[config.mk]
export PLATFORM = sky130hd
export DESIGN_NAME = pmp_check_walker
export DESIGN_NICKNAME = d
export VERILOG_FILES = /design/src/rtl/pmp_pkg.sv /design/src/rtl/pmp_addr_check.sv /design/src/rtl/pmp_check_walker.sv
export SDC_FILE = /design/constraint.sdc
export NUM_CORES = 1
export LEC_CHECK = 0
export CORE_AREA = 2 2 265 267
export DETAILED_ROUTE_END_ITERATION = 7
export DIE_AREA = 0 0 267 269
export SYNTH_ARGS = -nofsm -noshare
export SYNTH_HDL_FRONTEND = slang
export SYNTH_SLANG_ARGS = --single-unit
export TNS_END_PERCENT = 5
[constraint.sdc]
create_clock -name clk -period 9.75 [get_ports clk]
set_clock_uncertainty 0.1 [all_clocks]
set_input_delay 0.975 -clock clk [delete_from_list [all_inputs] [get_ports clk]]
set_output_delay 0.975 -clock clk [all_outputs]
set_load 0.005 [all_outputs]
[src/rtl/pmp_pkg.sv]
// Shared PMP encodings: cfg field positions, address-match modes, access types
// and the walker FSM states.
package pmp_pkg;

  typedef enum logic [1:0] {
    A_OFF   = 2'd0,
    A_TOR   = 2'd1,
    A_NA4   = 2'd2,
    A_NAPOT = 2'd3
  } pmp_a_e;

  typedef enum logic [1:0] {
    ACC_R    = 2'd0,
    ACC_W    = 2'd1,
    ACC_X    = 2'd2,
    ACC_RSVD = 2'd3
  } acc_e;

  localparam int CFG_R    = 0;
  localparam int CFG_W    = 1;
  localparam int CFG_X    = 2;
  localparam int CFG_A_LO = 3;
  localparam int CFG_A_HI = 4;
  localparam int CFG_L    = 7;

  typedef enum logic [1:0] {
    IDLE = 2'd0,
    WALK = 2'd1,
    RESP = 2'd2
  } walk_state_e;

endpackage

[src/rtl/pmp_addr_check.sv]
// Single-entry PMP address matcher; the walker time-multiplexes one instance
// across all entries.
module pmp_addr_check
  import pmp_pkg::*;
#(
  parameter int ADDR_WIDTH = 32
) (
  input  pmp_a_e                mode_i,
  input  logic [ADDR_WIDTH-1:0] addr_i,
  input  logic [ADDR_WIDTH-1:0] entry_addr_i,
  input  logic [ADDR_WIDTH-1:0] lo_addr_i,
  input  logic [ADDR_WIDTH-1:0] mask_i,
  output logic                  match_o
);

  always_comb begin
    match_o = 1'b0;
    case (mode_i)
      A_TOR:   match_o = (addr_i >= lo_addr_i) && (addr_i < entry_addr_i);
      A_NA4:   match_o = (addr_i == entry_addr_i);
      // Bits cleared in the mask are the "don't care" offset within the region.
      A_NAPOT: match_o = ((addr_i ^ entry_addr_i) & mask_i) == '0;
      default: match_o = 1'b0;
    endcase
  end

endmodule

[src/rtl/pmp_check_walker.sv]
// Sequential PMP checker: walks entries in index order, one per cycle, and
// reports the lowest-numbered match together with an allow/deny decision.
module pmp_check_walker
  import pmp_pkg::*;
#(
  parameter int ADDR_WIDTH  = 32,
  parameter int PMP_ENTRIES = 16,
  parameter int IDX_W       = $clog2(PMP_ENTRIES)
) (
  input  logic                                   clk,
  input  logic                                   rst,
  input  logic                                   req_vld,
  output logic                                   req_rdy,
  input  logic [ADDR_WIDTH-1:0]                  req_addr,
  input  logic [1:0]                             req_acc,
  input  logic                                   req_priv_m,
  input  logic [PMP_ENTRIES-1:0][7:0]            pmp_cfg,
  input  logic [PMP_ENTRIES-1:0][ADDR_WIDTH-1:0] pmp_addr,
  output logic                                   rsp_vld,
  input  logic                                   rsp_rdy,
  output logic                                   rsp_allow,
  output logic                                   rsp_hit,
  output logic [IDX_W-1:0]                       rsp_idx,
  output walk_state_e                            dbg_state
);

  // Handshakes: a transfer happens on a rising edge where vld and rdy are both
  // high; req_rdy depends on state only, and rsp_* hold until rsp_rdy is seen.
  localparam logic [IDX_W-1:0] LAST_IDX = IDX_W'(PMP_ENTRIES - 1);

  walk_state_e           state_q, state_d;
  logic [IDX_W-1:0]      idx_q, idx_d;
  logic [ADDR_WIDTH-1:0] addr_q, addr_d;
  acc_e                  acc_q, acc_d;
  logic                  priv_q, priv_d;
  logic                  allow_q, allow_d;
  logic                  hit_q, hit_d;
  logic [IDX_W-1:0]      ridx_q, ridx_d;

  logic [7:0]            cfg_sel;
  logic [ADDR_WIDTH-1:0] entry_addr, lo_addr, napot_mask;
  logic                  match, acc_bit, allow_hit, allow_miss;
  logic                  cfg_unused;

  assign cfg_sel    = pmp_cfg[idx_q];
  assign cfg_unused = ^cfg_sel[6:5];
  assign entry_addr = pmp_addr[idx_q];
  assign lo_addr    = (idx_q == '0) ? '0 : pmp_addr[idx_q - IDX_W'(1)];
  // The +1 wraps, so an all-ones entry yields a zero mask (whole space).
  assign napot_mask = ~(entry_addr ^ (entry_addr + ADDR_WIDTH'(1)));

  pmp_addr_check #(.ADDR_WIDTH(ADDR_WIDTH)) u_match (
    .mode_i       (pmp_a_e'(cfg_sel[CFG_A_HI:CFG_A_LO])),
    .addr_i       (addr_q),
    .entry_addr_i (entry_addr),
    .lo_addr_i    (lo_addr),
    .mask_i       (napot_mask),
    .match_o      (match)
  );

  always_comb begin
    acc_bit = 1'b0;
    case (acc_q)
      ACC_R:   acc_bit = cfg_sel[CFG_R];
      ACC_W:   acc_bit = cfg_sel[CFG_W];
      ACC_X:   acc_bit = cfg_sel[CFG_X];
      default: acc_bit = 1'b0;
    endcase
  end

  assign allow_hit  = (acc_q != ACC_RSVD) && ((priv_q && !cfg_sel[CFG_L]) || acc_bit);
  assign allow_miss = (acc_q != ACC_RSVD) && priv_q;

  always_comb begin
    state_d = state_q;
    idx_d   = idx_q;
    addr_d  = addr_q;
    acc_d   = acc_q;
    priv_d  = priv_q;
    allow_d = allow_q;
    hit_d   = hit_q;
    ridx_d  = ridx_q;
    case (state_q)
      IDLE: begin
        if (req_vld) begin
          addr_d  = req_addr;
          acc_d   = acc_e'(req_acc);
          priv_d  = req_priv_m;
          idx_d   = '0;
          state_d = WALK;
        end
      end
      WALK: begin
        if (match) begin
          state_d = RESP;
          hit_d   = 1'b1;
          ridx_d  = idx_q;
          allow_d = allow_hit;
        end else if (idx_q == LAST_IDX) begin
          state_d = RESP;
          hit_d   = 1'b0;
          ridx_d  = '0;
          allow_d = allow_miss;
        end else begin
          idx_d = idx_q + IDX_W'(1);
        end
      end
      RESP: begin
        if (rsp_rdy) state_d = IDLE;
      end
      default: state_d = IDLE;
    endcase
  end

  always_ff @(posedge clk or posedge rst) begin
    if (rst) begin
      state_q <= IDLE;
      idx_q   <= '0;
      addr_q  <= '0;
      acc_q   <= ACC_R;
      priv_q  <= 1'b0;
      allow_q <= 1'b0;
      hit_q   <= 1'b0;
      ridx_q  <= '0;
    end else begin
      state_q <= state_d;
      idx_q   <= idx_d;
      addr_q  <= addr_d;
      acc_q   <= acc_d;
      priv_q  <= priv_d;
      allow_q <= allow_d;
      hit_q   <= hit_d;
      ridx_q  <= ridx_d;
    end
  end

  assign req_rdy   = (state_q == IDLE);
  assign rsp_vld   = (state_q == RESP);
  assign rsp_allow = allow_q;
  assign rsp_hit   = hit_q;
  assign rsp_idx   = ridx_q;
  assign dbg_state = state_q;

endmodule

==> flow_summary.yaml, run 1 <==
outcome:
  status: "finished clean"
logic_synthesis:
  synth_area_per_cell_sq_um: 11.3
  synthCells: 1190
  synth_nets: 1937
  synth_area_sq_um: 13500
  synth_edf_count: 0
  synthFlopType: "dfrtp_1"
  yosysWarnings: 0
  async_reset_ff_share_pct: 100
  ys_seq_area_share_pct: 8.71
  synth_cell_types: 75
  ys_ff_latch: 47
die:
  dieArea_sq_um: 71800
  die_x_um: 267
  coreArea_sq_um: 69300
  die_y_um: 269
  rows: 97
  start_util_pct: 19.5
  io-pin-count: 689
worst_setup_path:
  crit-reg2reg-capture: "idx_q[2]"
  critical_path_class: "reg2reg"
  crit_start: "idx_q[1]"
  critPathArrivalTime_ns: 7.18
  r2r_slack_ns: 2.67
  ff2ff_path_depth: 18
  cp-endpoint: "idx_q[2]"
  critPathSlowestCell: "dfrtp_4"
  end_kind: "flop"
  cp_common_cell: "a21o_1"
  r2r-start: "idx_q[1]"
  crit_chain: "clkinv_8, ha_4, buf_12, mux4_2, mux2_2, o211ai_1, ha_1, a21o_1, a21o_1, a21o_1, a21o_1, a2111oi_0, o21ai_0, o2111ai_1, o21ai_0, nor3_1, nand2_1, o31ai_1"
  max_stage_delay_ns: 0.99
  cp.required_ns: 9.84
  critPathLaunchType: "flop"
  crit_fanout: 90
routing:
  avgRoutedWirePerCell_um: 27.7
  totalWireLength_mm: 74.9
  num_vias: 14100
  dr.pass1.iters: 5
  drtAntennaViolNets: 0
  drc: 0
  via_per_inst: 5.21
  drtIter0Drc: 953
grt:
  grt_start_max_net_pins: 121
  grt_first_pass_wirelength_mm: 104
  antenna_found_initial: 7
  grtUsageTotal_pct: 20.0
  first_global_vias: 15100
  grt_overflow_total: 0
final_layout:
  regArea_sq_um: 1190
  post-route-util_pct: 30.1
  drive_gt1_share_pct: 19.6
  final_nets: 2508
  multiInputGateArea_sq_um: 11500
  layout_commonest_cell: "clkdlybuf4s50_1"
  nFillCells: 7021
  layout_common_cells: "clkdlybuf4s50_1, mux4_2, nand2_1"
  areaGrowthSynthToFinish_pct: 54.7
clocking:
  cts_tree: "yes"
  clk_pin_slew_ns: 0.07
  cts_setup_buffers: 0
  clock_latency_ns: 0.29
  htreeDepth: 2
  cts_resized: 0
  clock_sinks: 47
  clk_path_buf_depth: 2
  ctsHoldBuffers: 0
  numCtsBuffers: 5
  clockRootBuffer: "clkbuf_16"
timing:
  grt_setup_unrepaired: "false"
  worst_pin_slew_ns: 1.11
  period_share_pct: 72.7
  whs_ns: 0.400
  maxSlewHeadroom_pct: 26.1
  fmax_mhz: 141
  drv_slew: 0
  hold_viol_final: 0
  fin_crit_ns: 7.08
  finalSetupTns_ns: 0
  finalSetupViolations: 0
min_path:
  hp-class: "reg2reg"
  min-delay-start: "priv_q"
pwr:
  leakage_uw: 0.00760
  power_density_nw_per_um2: 301
  vdd_drop_max_mv: 0.264
  totalPowerFinal_uw: 6280
place:
  port_buffers: 656
  gp_congestion: 0.937
  hpwl_mm: 62.5
flow_run:
  cap_violations: 0
-- final cells by class --
cell class	count	area share, %
Antenna cell	6	0.0719
Clock buffer	6	0.617
Clock inverter	2	0.0599
Inverter	34	0.671
Multi-Input combinational cell	1001	55.0
Sequential cell	47	5.69
Tap cell	940	5.63
Timing Repair Buffer	672	32.3
-- per-layer routing --
layer	up-vias	GRT usage (%)	wire length, um
met5	-	0	15
met1	7189	26.3	31800
li1	6088	-	-
met2	732	35.0	37100
met4	2	5.27	2110
met3	111	2.17	3860
-- cells by family (layout without fill, tap and decap cells) --
logic type | after synthesis | count (layout) | synth area share (%)
xor gates and xnor gates | 3 | 3 | 0.195
muxes | 383 | 383 | 56.7
other | 0 | 6 | 0
AOI/OAI and AO/OA | 176 | 176 | 9.25
and+or+nand+nor | 371 | 371 | 12.4
adders and majority gates | 68 | 68 | 6.30
DFF | 47 | 47 | 8.71
buffers and inverters | 142 | 714 | 6.46
-- worst min path at each step --
stage / endpoint / slack [ns] / depth (start not counted)
after floorplan: priv_q / 0.35 / 2
after global placement: rsp_idx[2] / 0.38 / 1
after detailed placement: rsp_idx[1] / 0.39 / 1
after CTS: rsp_idx[1] / 0.41 / 1
after global routing: rsp_idx[1] / 0.41 / 1
final: priv_q / 0.40 / 2
-- critical path, delay by kind of cell (launching register included) --
| kind | cells | cell delay (ns) |
|---|---|---|
| AO/OA/AOI/OAI | 10 | 2.59 |
| adder cells (fa/ha/maj) | 2 | 1.08 |
| flip-flops | 1 | 0.99 |
| buffers and inverters | 2 | 0.74 |
| multiplexers | 2 | 0.72 |
| AND/OR/NAND/NOR | 2 | 0.59 |
-- cell usage after synthesis (9+ instances only) --
library cell | n | share of area (%)
inv_1 | 32 | 0.89
nor2_1 | 43 | 1.2
o211ai_1 | 35 | 1.9
nand3_1 | 29 | 1.1
mux2_2 | 35 | 2.9
o22ai_1 | 9 | 0.42
dfrtp_1 | 47 | 8.7
ha_1 | 68 | 6.3
mux2i_1 | 57 | 4.2
buf_4 | 9 | 0.50
nor2b_1 | 10 | 0.46
nand4_1 | 25 | 1.2
mux4_2 | 255 | 43
clkbuf_1 | 41 | 1.1
a21oi_1 | 29 | 1.1
mux4_1 | 34 | 6.6
o21ai_0 | 23 | 0.85
buf_2 | 28 | 1.0
a21o_1 | 18 | 1.0
buf_6 | 11 | 0.92
nand2_1 | 218 | 6.1
-- stage by stage --
step	setup slack [ns]	instance area [sq um]	instances
final	2.67	20900	2708
after global placement	2.59	20700	2694
after CTS	2.53	20900	2702
after detailed placement	2.56	20700	2694
after global routing	2.27	20900	2705
after floorplan	3.85	13500	1190
-- power by group --
group          switching (uW)  internal, uW
combinational            2900          2650
sequential                274           285
clock                    74.5          94.7
total                    3250          3030
-- flip-flops by register name (all words and copies together), names as in the netlist --
register and flops:
addr_q 32, acc_q 2, rsp_hit 1, rsp_allow 1, idx_q 4, priv_q 1, rsp_idx 4, dbg_state 2
No activity file was read; power rests on OpenSTA's default activity.
==> run 2, diff against run 1 <==
--- a/config.mk
+++ b/config.mk
@@ -5,9 +5,9 @@
 export SDC_FILE = /design/constraint.sdc
 export NUM_CORES = 1
 export LEC_CHECK = 0
-export CORE_AREA = 2 2 265 267
+export CORE_AREA = 2 2 264 266
 export DETAILED_ROUTE_END_ITERATION = 7
-export DIE_AREA = 0 0 267 269
+export DIE_AREA = 0 0 266 268
 export SYNTH_ARGS = -nofsm -noshare
 export SYNTH_HDL_FRONTEND = slang
 export SYNTH_SLANG_ARGS = --single-unit
==> constraint.sdc (replaced) <==
create_clock -name clk -period 5.9 [get_ports clk]
set_clock_uncertainty 0.1 [all_clocks]
set_input_delay 0.59 -clock clk [delete_from_list [all_inputs] [get_ports clk]]
set_output_delay 0.59 -clock clk [all_outputs]
set_load 0.005 [all_outputs]
==> run 2 against run 1 <==
  * Total power rose by 70%
  * Register-to-register slack got worse by 2.4 ns
  * Worst hold slack improved by 0.0067 ns
  * First-iteration DRC count fell by 12%
  * Fmax rose by 25%
  * Sequential power rose by 36%
  * Largest cell class unchanged
  * Largest power group unchanged
  * Cell area rose by 1.3%
==> flow_summary.yaml, run 2 (same netlist as run 1, synthesis figures left out) <==
routing:
  dr.pass1.iters: 5
  drc: 0
  drtIter0Drc: 842
  totalWireLength_mm: 77.3
  avgRoutedWirePerCell_um: 28.8
  drtAntennaViolNets: 0
  num_vias: 14100
  via_per_inst: 5.27
clocking:
  clock_latency_ns: 0.29
  clockRootBuffer: "clkbuf_16"
  numCtsBuffers: 5
  htreeDepth: 2
  clk_path_buf_depth: 2
  clk_pin_slew_ns: 0.07
  cts_setup_buffers: 0
  ctsHoldBuffers: 0
  clock_sinks: 47
  cts_tree: "yes"
worst_setup_path:
  critical_path_class: "reg2reg"
  crit_fanout: 66
  max_stage_delay_ns: 0.49
  cp.required_ns: 5.99
  critPathLaunchType: "flop"
  end_kind: "flop"
  crit_chain: "buf_12, buf_16, mux4_2, mux4_2, inv_1, ha_1, nand2_1, or3_1, nor2_1, nand4_1, or3_1, nor4_1, or2b_2, o21ai_1, or2_4, o21ai_4, a22o_1"
  critPathSlowestCell: "mux4_2"
  r2r_slack_ns: 0.22
  critPathArrivalTime_ns: 5.76
final_layout:
  largest_reg_flops: 32
  layout_common_cells: "clkdlybuf4s50_1, mux4_2, nand2_1"
  drive_gt1_share_pct: 20.9
  nFillCells: 6927
  final_nets: 2535
  areaGrowthSynthToFinish_pct: 56.7
  regMostFlops: "addr_q"
  layout_commonest_cell: "clkdlybuf4s50_1"
grt:
  grt_overflow_total: 0
  grt_first_pass_wirelength_mm: 108
  grt_start_max_net_pins: 98
  antenna_found_initial: 17
  first_global_vias: 15000
  grtUsageTotal_pct: 20.8
timing:
  grt_setup_unrepaired: "false"
  finalSetupTns_ns: 0
  hold_viol_final: 0
  worst_pin_slew_ns: 1.04
  maxSlewHeadroom_pct: 30.7
  fin_crit_ns: 5.68
  finalSetupViolations: 0
  fmax_mhz: 176
  period_share_pct: 96.2
  drv_slew: 0
pwr:
  vdd_drop_max_mv: 0.261
  power_density_nw_per_um2: 504
  totalPowerFinal_uw: 10700
  leakage_uw: 0.00778
die:
  coreArea_sq_um: 68200
  io-pin-count: 689
  die_y_um: 268
  start_util_pct: 19.8
  dieArea_sq_um: 71300
  rows: 96
  die_x_um: 266
min_path:
  hp-class: "reg2reg"
flow_run:
  cap_violations: 0
place:
  gp_congestion: 0.914
  port_buffers: 656
  hpwl_mm: 65.9
outcome:
  status: "finished clean"
==> run 2: worst paths after layout <==
kind,from,to,depth (start not counted)
worst min register to register,rsp_allow,rsp_allow,1
max in group asynchronous,rst,idx_q[2],2
min in group asynchronous,rst,acc_q[0],2
worst min-delay path,rsp_allow,rsp_allow,1
worst max register to register,idx_q[1],rsp_hit,17
worst max-delay path,idx_q[1],rsp_hit,17
==> run 2: per-layer routing <==
| metal | routed length [um] | global-route usage (%) | vias up |
|---|---|---|---|
| li1 | - | - | 6155 |
| met1 | 32500 | 27.1 | 7220 |
| met2 | 38500 | 36.3 | 678 |
| met3 | 4460 | 3.16 | 88 |
| met4 | 1790 | 5.09 | 6 |
| met5 | 36 | 0 | - |
==> run 2: worst max-delay path: cells and delay by family (launching register included) <==
| kind | cells | cell delay (ns) |
|---|---|---|
| compound gates | 3 | 0.64 |
| fa+ha+maj | 1 | 0.19 |
| buf+inv | 3 | 0.87 |
| flops | 1 | 0.47 |
| mux | 2 | 0.87 |
| simple gates | 8 | 2.21 |
==> run 2: final cells by class <==
| type | count | area [sq um] | share of cell area [%] |
|---|---|---|---|
| multi-input cells | 1001 | 11500 | 54.4 |
| clock buffers | 6 | 129 | 0.609 |
| flip-flops and latches | 47 | 1190 | 5.62 |
| repair buffers | 699 | 7040 | 33.3 |
| well taps | 882 | 1100 | 5.22 |
| clock inverters | 2 | 12.5 | 0.0592 |
| diodes | 13 | 32.5 | 0.154 |
| inverters | 34 | 140 | 0.663 |
==> run 2: what timing repair did <==
item,CTS,global route
gates cloned,0,1
pin swaps,0,0
resized for setup,1,7
setup endpoints to repair,1,11
==> run 2: stage by stage <==
stage / setup WS [ns] / instance area (sq um) / cells / hold slack, ns / util, %
6_report: 0.224 / 21100 / 2684 / 0.407 / 31.0
5_1_grt: 0.0382 / 21100 / 2680 / 0.430 / 31.0
3_3_place_gp: 0.0266 / 20900 / 2662 / 0.374 / 30.6
3_5_place_dp: 0.0531 / 20900 / 2662 / 0.389 / 30.6
4_1_cts: 0.0518 / 21100 / 2670 / 0.410 / 30.9
2_1_floorplan: 0.0829 / 13500 / 1190 / 0.346 / -
==> run 2: power breakdown <==
group,internal [uW],total (uW),leakage (uW),switching [uW]
logic,4580,9610,0.00712,5030
clock network,157,286,0.0000669,129
registers,474,762,0.000585,288
==> run 3, diff against run 2 <==
--- a/config.mk
+++ b/config.mk
@@ -5,9 +5,10 @@
 export SDC_FILE = /design/constraint.sdc
 export NUM_CORES = 1
 export LEC_CHECK = 0
-export CORE_AREA = 2 2 264 266
+export CORE_AREA = 2 2 265 267
+export CTS_BUF_LIST = sky130_fd_sc_hd__clkbuf_2
 export DETAILED_ROUTE_END_ITERATION = 7
-export DIE_AREA = 0 0 266 268
+export DIE_AREA = 0 0 267 269
 export SYNTH_ARGS = -nofsm -noshare
 export SYNTH_HDL_FRONTEND = slang
 export SYNTH_SLANG_ARGS = --single-unit
==> constraint.sdc (replaced) <==
create_clock -name clk -period 6.6 [get_ports clk]
set_clock_uncertainty 0.1 [all_clocks]
set_input_delay 0.66 -clock clk [delete_from_list [all_inputs] [get_ports clk]]
set_output_delay 0.66 -clock clk [all_outputs]
set_load 0.005 [all_outputs]
==> run 3 against run 2 <==
  * Die area is 0.75% higher
  * Cell area is 1.0% lower
  * Via count is 0.67% lower
  * Combinational power down 13%
  * Total power decreased by 13%
  * Largest power group unchanged
  * Cell count rose by 1.5%
  * Critical path depth increased by 1
  * Utilization fell by 0.79 points
  * Sequential power shrank 3.8%
==> flow_summary.yaml, run 3 (same netlist as run 1, synthesis figures left out) <==
grt:
  grt_start_max_net_pins: 55
  grt_overflow_total: 0
  grtUsageTotal_pct: 20.1
  first_global_vias: 14900
  grt_first_pass_wirelength_mm: 105
  antenna_found_initial: 5
routing:
  drtAntennaViolNets: 0
  num_vias: 14100
  totalWireLength_mm: 75.4
  drtIter0Drc: 741
  drc: 0
  avgRoutedWirePerCell_um: 27.7
  dr.pass1.iters: 5
  via_per_inst: 5.16
clocking:
  cts_tree: "yes"
  htreeDepth: 2
  ctsHoldBuffers: 0
  cts_resized: 0
  clockRootBuffer: "clkbuf_2"
  numCtsBuffers: 5
  clk_path_buf_depth: 2
  cts_setup_buffers: 0
  clk_pin_slew_ns: 0.28
  clock_latency_ns: 0.49
  clock_sinks: 47
final_layout:
  regMostFlops: "addr_q"
  layout_common_cells: "clkdlybuf4s50_1, mux4_2, nand2_1"
  drive_gt1_share_pct: 20.4
  post-route-util_pct: 30.2
  layout_commonest_cell: "clkdlybuf4s50_1"
  nFillCells: 6983
  final_nets: 2525
  final_cells: 2723
  largest_reg_flops: 32
  areaGrowthSynthToFinish_pct: 55.1
place:
  dp.cells: 2711
  port_buffers: 656
  gp_congestion: 0.888
  hpwl_mm: 64.8
  pre_cts_ws_ns: 0.569
worst_setup_path:
  crit_chain: "inv_2, ha_4, buf_12, mux4_2, mux2_2, o211ai_1, ha_1, a21o_1, a21o_1, a21o_1, a21o_1, a2111oi_0, o21ai_0, o2111ai_1, o21ai_0, nor3_1, nand2_1, o31ai_1"
  critical_path_class: "reg2reg"
  ff2ff_path_depth: 18
  critPathSlowestCell: "dfrtp_4"
  critPathLaunchType: "flop"
  critPathArrivalTime_ns: 6.27
  cp_common_cell: "a21o_1"
  max_stage_delay_ns: 0.67
  r2r-start: "idx_q[0]"
  cp.required_ns: 6.92
  end_kind: "flop"
  r2r_slack_ns: 0.65
  crit-reg2reg-capture: "idx_q[2]"
  crit_fanout: 46
timing:
  fmax_mhz: 168
  finalSetupTns_ns: 0
  finalSetupViolations: 0
  hold_viol_final: 0
  drv_slew: 0
  maxSlewHeadroom_pct: 29.8
  period_share_pct: 90.1
  grt_setup_unrepaired: "false"
  worst_pin_slew_ns: 1.05
  fin_crit_ns: 5.95
  final.setup.worst_slack_ns: 0.652
outcome:
  status: "finished clean"
die:
  die_y_um: 269
  rows: 97
  dieArea_sq_um: 71800
  io-pin-count: 689
  die_x_um: 267
  coreArea_sq_um: 69300
  start_util_pct: 19.5
min_path:
  hp-class: "reg2reg"
  holdPathStages: 2
  min_to: "priv_q"
  min-delay-start: "priv_q"
pwr:
  vdd_drop_max_mv: 0.451
  power_density_nw_per_um2: 441
  leakage_uw: 0.00766
flow_run:
  cap_violations: 0
[run 3: cell count changes in the layout (fill, tap and decap cells not counted), sizes merged]
cell	previous run	this run
clkbuf	7	5
diode	13	4
inv	33	34
clkinvlp	1	0
buf	42	33
clkinv	2	3
[run 3: power by group]
group | total, uW | internal (uW) | switching, uW
registers | 733 | 421 | 312
logic | 8370 | 3990 | 4370
clock network | 130 | 26.4 | 104
[run 3: how the worst max path moves through the flow]
stage          slack, ns            to  cells after the start     start
2_1_floorplan       0.70  dbg_state[1]                     27  idx_q[0]
3_3_place_gp        0.58  dbg_state[1]                     18  idx_q[0]
3_5_place_dp        0.57       rsp_hit                     17  idx_q[0]
4_1_cts             0.53       rsp_hit                     17  idx_q[0]
5_1_grt             0.27       rsp_hit                     17  idx_q[0]
6_report            0.65      idx_q[2]                     18  idx_q[0]
[run 3: area by class of cell]
class	instances	area, sq um	area share, %
flip-flops and latches	47	1190	5.68
well taps	940	1180	5.62
multi-input cells	1001	11500	54.9
inverters	34	140	0.669
clock inverters	3	18.8	0.0897
clock buffers	5	25.0	0.120
repair buffers	689	6890	32.9
diodes	4	10.0	0.0478
[run 3: through the flow]
step / instance area [sq um] / hold slack (ns) / power (uW)
6_report: 20900 / 0.434 / 9230
5_1_grt: 20900 / 0.457 / 9950
4_1_cts: 20900 / 0.433 / 9320
3_5_place_dp: 20900 / 0.365 / 9130
3_3_place_gp: 20900 / 0.372 / 9060
2_1_floorplan: 13500 / 0.346 / 6490
[run 3: critical path: cells and delay by family, from the launching register on]
kind / cells / cell delay (ns)
flip-flops: 1 / 0.67
AO/OA/AOI/OAI: 10 / 2.54
adder cells (fa/ha/maj): 2 / 0.73
AND/OR/NAND/NOR: 2 / 0.63
multiplexers: 2 / 0.64
buffers and inverters: 2 / 0.53
[run 3: metal layers]
layer  GRT usage [%]  vias up  part of all wire, %
met2            35.2      621                   50
met4            4.51        2                  2.4
met3            2.70       74                  5.4
met1            26.2     7239                   43
met5               0        -                0.016
li1                -     6116                    -
